**src/rtl/cp0_pkg.sv**
```systemverilog
// cp0_pkg: CP0 register numbers, exception codes and register field positions.
package cp0_pkg;

  localparam logic [4:0] REG_SR    = 5'd12;
  localparam logic [4:0] REG_CAUSE = 5'd13;
  localparam logic [4:0] REG_EPC   = 5'd14;
  localparam logic [4:0] REG_PRID  = 5'd15;

  localparam logic [4:0] EXC_INT  = 5'd0;
  localparam logic [4:0] EXC_ADEL = 5'd4;
  localparam logic [4:0] EXC_ADES = 5'd5;
  localparam logic [4:0] EXC_RI   = 5'd10;
  localparam logic [4:0] EXC_OV   = 5'd12;

  // SR fields
  localparam int IM_MSB  = 15;
  localparam int IM_LSB  = 10;
  localparam int EXL_BIT = 1;
  localparam int IE_BIT  = 0;

  // Cause fields
  localparam int BD_BIT  = 31;
  localparam int IP_MSB  = 15;
  localparam int IP_LSB  = 10;
  localparam int EXC_MSB = 6;
  localparam int EXC_LSB = 2;

  function automatic logic [31:0] pack_sr(input logic [5:0] im, input logic exl,
                                          input logic ie);
    logic [31:0] r;
    r = 32'h0;
    r[IM_MSB:IM_LSB] = im;
    r[EXL_BIT] = exl;
    r[IE_BIT] = ie;
    return r;
  endfunction

  function automatic logic [31:0] pack_cause(input logic bd, input logic [5:0] ip,
                                             input logic [4:0] exc);
    logic [31:0] r;
    r = 32'h0;
    r[BD_BIT] = bd;
    r[IP_MSB:IP_LSB] = ip;
    r[EXC_MSB:EXC_LSB] = exc;
    return r;
  endfunction

endpackage

```
**src/rtl/cp0_int_arb.sv**
```systemverilog
// cp0_int_arb: decides whether the pipeline diverts this cycle and which
// exception code gets captured. Interrupts take priority over internal
// exceptions; nothing is accepted while EXL is set.
module cp0_int_arb
  import cp0_pkg::*;
(
  input  logic [5:0] hw_int,
  input  logic [5:0] im,
  input  logic       ie,
  input  logic       exl,
  input  logic [4:0] exc_code,
  output logic       int_pending,
  output logic       exc_pending,
  output logic       int_req,
  output logic [4:0] sel_code
);

  // Live HWInt is used here (not the registered IP) so the request is same-cycle.
  always_comb begin
    int_pending = (|(hw_int & im)) & ie & ~exl;
    exc_pending = (exc_code != EXC_INT) & ~exl;
    int_req     = int_pending | exc_pending;
    sel_code    = int_pending ? EXC_INT : exc_code;
  end

endmodule

```
**src/rtl/cp0.sv**
```systemverilog
// cp0: coprocessor-0 register file (SR, Cause, EPC, PRId) and exception entry/return.
// Optional feature macro: CP0_BD_EN -- records branch-delay-slot victims in
// Cause.BD and backs EPC up to the branch (PC-4). Without it BD is ignored.
module cp0
  import cp0_pkg::*;
#(
  parameter logic [31:0] PRID = 32'h4D495053
) (
  input  logic        CLK,
  input  logic        RST,
  input  logic [4:0]  A1,
  input  logic [4:0]  A2,
  input  logic [31:0] DIn,
  input  logic        We,
  input  logic [31:0] PC,
  input  logic        BD,
  input  logic [4:0]  ExcCode,
  input  logic [5:0]  HWInt,
  input  logic        EXLClr,
  output logic        IntReq,
  output logic [31:0] EPCOut,
  output logic [31:0] DOut
);

  logic [5:0]  im;
  logic        exl;
  logic        ie;
  logic [5:0]  ip;
  logic [4:0]  cause_exc;
  logic        cause_bd;
  logic [31:2] epc;

  logic        int_pending;
  logic        exc_pending;
  logic [4:0]  sel_code;
  logic [31:2] victim_epc;
  logic [1:0]  unused_pc_lo;

  assign unused_pc_lo = PC[1:0];

  cp0_int_arb u_arb (
    .hw_int      (HWInt),
    .im          (im),
    .ie          (ie),
    .exl         (exl),
    .exc_code    (ExcCode),
    .int_pending (int_pending),
    .exc_pending (exc_pending),
    .int_req     (IntReq),
    .sel_code    (sel_code)
  );

`ifdef CP0_BD_EN
  // A delay-slot victim resumes at its branch, one word earlier.
  always_comb begin
    victim_epc = BD ? (PC[31:2] - 30'd1) : PC[31:2];
  end

  // Cause.BD is captured on every handler entry.
  always_ff @(posedge CLK or posedge RST) begin
    if (RST) begin
      cause_bd <= 1'b0;
    end else if (IntReq) begin
      cause_bd <= BD;
    end
  end
`else
  logic unused_bd;
  assign unused_bd = BD;

  // Without delay-slot tracking the victim always resumes at its own PC.
  always_comb begin
    victim_epc = PC[31:2];
  end

  assign cause_bd = 1'b0;
`endif

  // Register update: entry beats mtc0 (victim re-executes), eret beats mtc0 on EXL.
  always_ff @(posedge CLK or posedge RST) begin
    if (RST) begin
      im        <= 6'h0;
      exl       <= 1'b0;
      ie        <= 1'b0;
      ip        <= 6'h0;
      cause_exc <= 5'h0;
      epc       <= 30'h0;
    end else begin
      ip <= HWInt;
      if (IntReq) begin
        exl       <= 1'b1;
        cause_exc <= sel_code;
        epc       <= victim_epc;
      end else begin
        if (We && (A2 == REG_SR)) begin
          im  <= DIn[IM_MSB:IM_LSB];
          exl <= DIn[EXL_BIT];
          ie  <= DIn[IE_BIT];
        end
        if (We && (A2 == REG_EPC)) begin
          epc <= DIn[31:2];
        end
        if (EXLClr) begin
          exl <= 1'b0;
        end
      end
    end
  end

  // mfc0 read port: plain read of current state, no bypass of a same-cycle mtc0.
  always_comb begin
    DOut = 32'h0;
    case (A1)
      REG_SR:    DOut = pack_sr(im, exl, ie);
      REG_CAUSE: DOut = pack_cause(cause_bd, ip, cause_exc);
      REG_EPC:   DOut = {epc, 2'b00};
      REG_PRID:  DOut = PRID;
      default:   DOut = 32'h0;
    endcase
  end

  assign EPCOut = {epc, 2'b00};

endmodule

```
**config.mk**
```make
export PLATFORM = sky130hd
export DESIGN_NAME = cp0
export DESIGN_NICKNAME = d
export VERILOG_FILES = /design/src/rtl/cp0_pkg.sv /design/src/rtl/cp0_int_arb.sv /design/src/rtl/cp0.sv
export SDC_FILE = /design/constraint.sdc
export NUM_CORES = 1
export LEC_CHECK = 0
export CAP_MARGIN = 20
export CORE_MARGIN = 3
export CORE_UTILIZATION = 30
export CTS_CLUSTER_SIZE = 25
export DETAILED_ROUTE_END_ITERATION = 7
export GPL_ROUTABILITY_DRIVEN = 0
export PLACE_DENSITY = 0.69
export RECOVER_POWER = 50
export SETUP_SLACK_MARGIN = 0.1
export SKIP_LAST_GASP = 1
export SYNTH_ARGS = -nofsm -noshare
export SYNTH_HDL_FRONTEND = slang
export SYNTH_HIERARCHICAL = 1
export SYNTH_SLANG_ARGS = --single-unit
```
**constraint.sdc**
```tcl
create_clock -name CLK -period 4.5 [get_ports CLK]
set_clock_uncertainty 0.15 [all_clocks]
set_input_delay 0.675 -clock CLK [delete_from_list [all_inputs] [get_ports CLK]]
set_output_delay 0.675 -clock CLK [all_outputs]
set_load 0.005 [all_outputs]
```
==> impl_metrics.tcl, run 1 <==
set metrics [dict create \
    cts_resized 0 \
    core-area_sq_um 9950 \
    p_switching_uw 734 \
    crit_fanout 10 \
    setup_ws_ps 943 \
    overflow 0 \
    drv_slew 0 \
    ys_types 33 \
    rows 36 \
    leakagePower_uw 0.00190 \
    drtIter0Drc 150 \
    fp.dieH_um 108 \
    synth_top_family_by_area "simple AND/OR/NAND/NOR gates" \
    io_buffers 149 \
    grt_max_degree 51 \
    syn2layout_area_growth_pct 52.7 \
    critical_path_class "in2out" \
    synth-adder-area-share 0 \
    peakVddDrop_uv 191 \
    worst_pin_slew_ps 1410 \
    final_area_sq_um 4780 \
    cp-end-kind "primary output" \
    path_cells "clkdlybuf4s50_1, buf_4, mux2i_1, or2_2, a21oi_1, clkdlybuf4s50_1" \
    power.density_nw_per_um2 444 \
    clkSinkCount 49 \
    maxCapViolCount 0 \
    startpoint_type "input pin" \
    die_area_sq_um 11700 \
    status "finished clean" \
    postCtsHoldBufs 0 \
    diodes 0 \
    route.detailed.drc 0 \
    io_pins 155 \
    yosysWarnings 6 \
    netlist_instances 309 \
    postCtsSetupBuffers 0 \
    hold_viol 0 \
    synthesis.area_sq_um 3130 \
    clkTransAtPathRegs_ps 100 \
    initial_core_util 0.314 \
    drtAntennaViolNets 0 \
    routed_via_density 4.79 \
    layout-drive-gt1-share 0.133 \
    critPathRequiredTime_ps 3670 \
    use_met3 0.0352 \
    use_met2 0.277 \
    place_hpwl_um 7240 \
    max_stage_delay_ps 700 \
    p_comb_frac 0.486 \
    worstSkewPairLatency_ps 300 \
    p_int_uw 1390 \
    yosysSeqAreaShare 0.392 \
    numCtsBuffers 5 \
    grt-busiest-layer "met2" \
    min_path_type "reg2reg" \
    ys_ff_latch 49 \
    antenna_found_initial 0 \
    die_w_um 108 \
    cts_max_level 2 \
    path_common_cell "clkdlybuf4s50_1" \
    place_area_sq_um 4670 \
    drt-wirelength-per-cell_um 16.8 \
    cts_root_buf "clkbuf_8" \
    globalRouteMet1Util 0.220 \
    fmax_mhz 281 \
    cp_data_arrival_time_ps 2730 \
    min_period_over_period 0.791 \
    firstDrtPassIters 4 \
    period_needed_ps 3560 \
    grt_pass1_wl_um 15300 \
    p_seq_frac 0.367 \
    synthXorXnorAreaFrac 0 \
    max-slew-margin-rel 0.0631 \
    clockPowerShare 0.147 \
    vias 2758 \
    synth-simple-area-share 0.231 \
    setup-violations-final 0 \
    track_usage 0.165 \
    rsz0062_at_grt "false" \
    fillers 925 \
    clockBufferDepth 2 \
    grt_pass1_vias 2932 \
    avgSynthCellArea_sq_um 10.1 \
    cts_tree "yes" \
    synth_compound_area_frac 0.208 \
    crit_path_top_delay_cell "clkdlybuf4s50_1" \
    switching_share 0.346 \
    drt-total-wl_um 9700 \
    place_ws_ps 959 \
    synth_mux_area_frac 0.0716 \
    nNetsFinal 533 \
    tns_ps 0 \
]
[registers in the layout, summed over array words and instances (netlist names)]
signal,flops
cause_exc,5
ip,6
im,6
epc,30
exl,1
ie,1
[cells in the final DEF, fill, tap and decap left out, drive strengths merged, types with 5 or more instances in the layout]
master,netlist,final
dfrtp,49,49
mux2,14,14
nor2b,9,9
clkbuf,11,6
nor2,22,22
o311ai,30,30
nand2,39,39
a22oi,6,6
buf,20,7
nand4b,31,31
clkdlybuf4s50,0,117
a21oi,10,10
and2,13,13
dlygate4sd3,0,32
or2,5,5
inv,32,32
[critical path, delay by kind of cell]
kind | cells | cell delay, ps
buf+inv | 3 | 1500
simple gates | 1 | 280
mux | 1 | 100
compound gates | 1 | 180
[kinds of logic after synthesis]
family / Yosys count
compound gates: 52
buf+inv: 63
flops: 49
mux: 18
other cells: 1
simple gates: 126
[cells in the mapped netlist, drive strengths merged]
library cell  instances  area share
a311o                 1      0.0032
a311oi                1      0.0084
a21oi                10       0.016
or2                   5       0.010
inv                  32       0.038
o21ai                 2      0.0032
nand3b                1      0.0024
o311ai               30        0.16
and2                 13       0.027
nor2b                 9       0.018
a22oi                 6       0.018
nand4b               31       0.087
o22ai                 2      0.0040
dfrtp                49        0.39
conb                  1      0.0012
nand2b                2      0.0040
clkbuf               11       0.013
and2b                 1      0.0024
nor2                 22       0.026
buf                  20       0.044
and4b                 1      0.0032
mux2i                 4       0.013
nand2                39       0.047
nor3                  1      0.0016
mux2                 14       0.059
and3b                 1      0.0028
[layout make-up]
class	instances	area, sq um	area share
timing repair buffer	157	1550	0.324
inverter	32	120	0.0252
multi-input combinational	198	1610	0.337
sequential	49	1230	0.257
clock buffer	5	68.8	0.0144
clock inverter	2	35.0	0.00734
tap	133	166	0.0348
[power groups by stage]
stage | Combinational [uW] | Sequential (uW) | Clock [uW]
finish | 1030 | 777 | 312
global route | 1130 | 804 | 341
CTS | 1090 | 784 | 320
detailed placement | 1090 | 789 | 0
global placement | 1060 | 784 | 0
floorplan | 617 | 752 | 0
[per-stage QoR]
step                hold WS (ps)  utilization  total power, uW  instances
floorplan                    302            -             1370        310
global placement             316        0.469             1850        568
detailed placement           321        0.469             1880        568
CTS                          343        0.479             2190        575
global route                 363        0.480             2280        576
finish                       342        0.480             2120        576
[path summary, 6_finish.rpt]
kind                                     startpoint                       end  slack (ps)  depth (start not counted)
max                                           A1[1]                  DOut[13]         940                          6
min                        cause_exc[4]$_DFFE_PP0P_  cause_exc[4]$_DFFE_PP0P_         340                          1
max reg2reg                       im[5]$_DFFE_PP0P_         im[5]$_DFFE_PP0P_        1810                          6
min reg2reg                cause_exc[4]$_DFFE_PP0P_  cause_exc[4]$_DFFE_PP0P_         340                          1
max in group asynchronous                       RST        epc[4]$_DFFE_PP0P_        1530                          3
min in group asynchronous                       RST       epc[11]$_DFFE_PP0P_         870                          2
[layer usage]
layer | vias up | part of all wire
met2 | 86 | 0.49
met1 | 1315 | 0.44
met4 | 0 | 0.012
met5 | - | 0
li1 | 1348 | -
met3 | 9 | 0.060
(Power assumes the default switching activity.)
==> run 2: changes to the inputs <==
Clock period 4.5 ns to 3.6 ns, I/O delays scaled along.
==> run 2 against run 1 <==
Against the previous run: the flow now finishes with violations (capacitance limit, slew limit); clock power up 9.0%; critical path type unchanged; first-iteration DRC count down 15%; final area up 0.18%; highest routed layer unchanged; largest power group unchanged; die area is the same.
==> impl_metrics.tcl, run 2 (same netlist as run 1, synthesis figures left out) <==
set metrics [dict create \
    numCtsBuffers 5 \
    startpoint_type "input pin" \
    grt_pass1_wl_um 15400 \
    worst_pin_slew_ps 1680 \
    p_switching_uw 944 \
    core-area_sq_um 9950 \
    tns_ps 0 \
    p_comb_frac 0.498 \
    peakVddDrop_uv 232 \
    fillers 924 \
    max_stage_delay_ps 610 \
    fmax_mhz 319 \
    drtIter0Drc 127 \
    io_buffers 149 \
    die_area_sq_um 11700 \
    overflow 0 \
    cts_max_level 2 \
    layout-drive-gt1-share 0.141 \
    drv_slew 32 \
    p_seq_frac 0.372 \
    largest_reg_flops 30 \
    cts_resized 0 \
    rsz0062_at_grt "false" \
    drt-wirelength-per-cell_um 17.0 \
    critPathRequiredTime_ps 2910 \
    maxCapViolCount 1 \
    cts_tree "yes" \
    crit_path_top_delay_cell "clkdlybuf4s50_1" \
    layout_commonest_cell "clkdlybuf4s50_1" \
    fin_hold_ws_ps 358 \
    track_usage 0.166 \
    firstDrtPassIters 4 \
    die_w_um 108 \
    p_int_uw 1670 \
    violations "capacitance limit, slew limit" \
    most-common-layout-cells "117 x clkdlybuf4s50_1, 49 x dfrtp_1, 39 x nand2_1" \
    utilization 0.481 \
    path_cells "clkdlybuf4s50_1, buf_4, mux2i_1, or2_2, a21oi_1, clkdlybuf4s50_1" \
    postCtsSetupBuffers 0 \
    critical_path_class "in2out" \
    initial_core_util 0.314 \
    antenna_found_initial 0 \
    period_needed_ps 3130 \
    clkTransAtPathRegs_ps 100 \
    power.density_nw_per_um2 546 \
    regArea_sq_um 1230 \
    multiInputGateArea_sq_um 1610 \
    report.power.total_uw 2610 \
    diodes 0 \
    min_path_type "reg2reg" \
    fp.dieH_um 108 \
    cts_root_buf "clkbuf_8" \
    io_pins 155 \
    min_period_over_period 0.871 \
    drt-total-wl_um 9860 \
    rows 36 \
    setup-violations-final 0 \
    route.detailed.drc 0 \
    largestRegisters "epc x30, im x6, ip x6" \
    hold_viol 0 \
    worstSkewPairLatency_ps 300 \
    routed_via_density 4.84 \
    max-slew-margin-rel -0.120 \
    switching_share 0.361 \
    leakagePower_uw 0.00191 \
    path_common_cell "clkdlybuf4s50_1" \
    syn2layout_area_growth_pct 53.0 \
    cp-end-kind "primary output" \
    postCtsHoldBufs 0 \
    nNetsFinal 536 \
    grt_pass1_vias 2961 \
    grt_max_degree 55 \
    vias 2806 \
    crit_fanout 7 \
    status "finished with violations" \
    top_register "epc" \
    clockPowerShare 0.130 \
    drtAntennaViolNets 0 \
    clockBufferDepth 2 \
    place_hpwl_um 7480 \
    clkSinkCount 49 \
    cp_data_arrival_time_ps 2440 \
]
## run 2: changes by cell type in the layout (fill, tap and decap cells not counted), sizes merged
cell / before / now
bufinv: 1 / 0
inv: 32 / 33
buf: 7 / 10
clkinvlp: 0 / 1
## run 2: stage by stage
stage	area [sq um]	setup slack (ps)	instances
final	4780	465	580
after detailed placement	4690	444	571
after floorplan	3130	1320	310
after global placement	4690	470	571
after global routing	4780	238	580
after CTS	4780	439	579
## run 2: final timing paths
path | slack, ps | to | startpoint | cells past startpoint
worst max register to register | 1230 | im[4]$_DFFE_PP0P_ | im[5]$_DFFE_PP0P_ | 5
worst max-delay path | 470 | DOut[13] | A1[1] | 6
max in group asynchronous | 650 | epc[31]$_DFFE_PP0P_ | RST | 3
worst min-delay path | 360 | cause_exc[2]$_DFFE_PP0P_ | cause_exc[2]$_DFFE_PP0P_ | 1
worst min register to register | 360 | cause_exc[2]$_DFFE_PP0P_ | cause_exc[2]$_DFFE_PP0P_ | 1
min in group asynchronous | 650 | epc[10]$_DFFE_PP0P_ | RST | 2
## run 2: worst max-delay path, delay by kind of cell
family                 cells  cell delay, ps
multiplexers               1              90
buffers and inverters      3            1360
AND/OR/NAND/NOR            1             280
AO/OA/AOI/OAI              1             160
## run 2: layout make-up
cell class | instances | area share
inverter | 32 | 0.0251
timing repair buffer | 160 | 0.328
clock buffer | 5 | 0.0144
multi-input combinational | 198 | 0.337
sequential | 49 | 0.256
clock inverter | 3 | 0.00445
tap | 133 | 0.0348
## run 2: power by group through the flow
stage | registers, uW | logic (uW) | clock network (uW)
2_1_floorplan | 939 | 771 | 0
3_3_place_gp | 981 | 1330 | 0
5_1_grt | 1010 | 1420 | 380
6_report | 972 | 1300 | 340
4_1_cts | 980 | 1380 | 354
3_5_place_dp | 987 | 1370 | 0
## run 2: layer usage
| metal | vias up | GRT usage | share of wire |
|---|---|---|---|
| li1 | 1358 | - | - |
| met3 | 12 | 0.0364 | 0.062 |
| met5 | - | 0 | 0 |
| met2 | 95 | 0.286 | 0.49 |
| met1 | 1341 | 0.212 | 0.43 |
| met4 | 0 | 0.0370 | 0.015 |
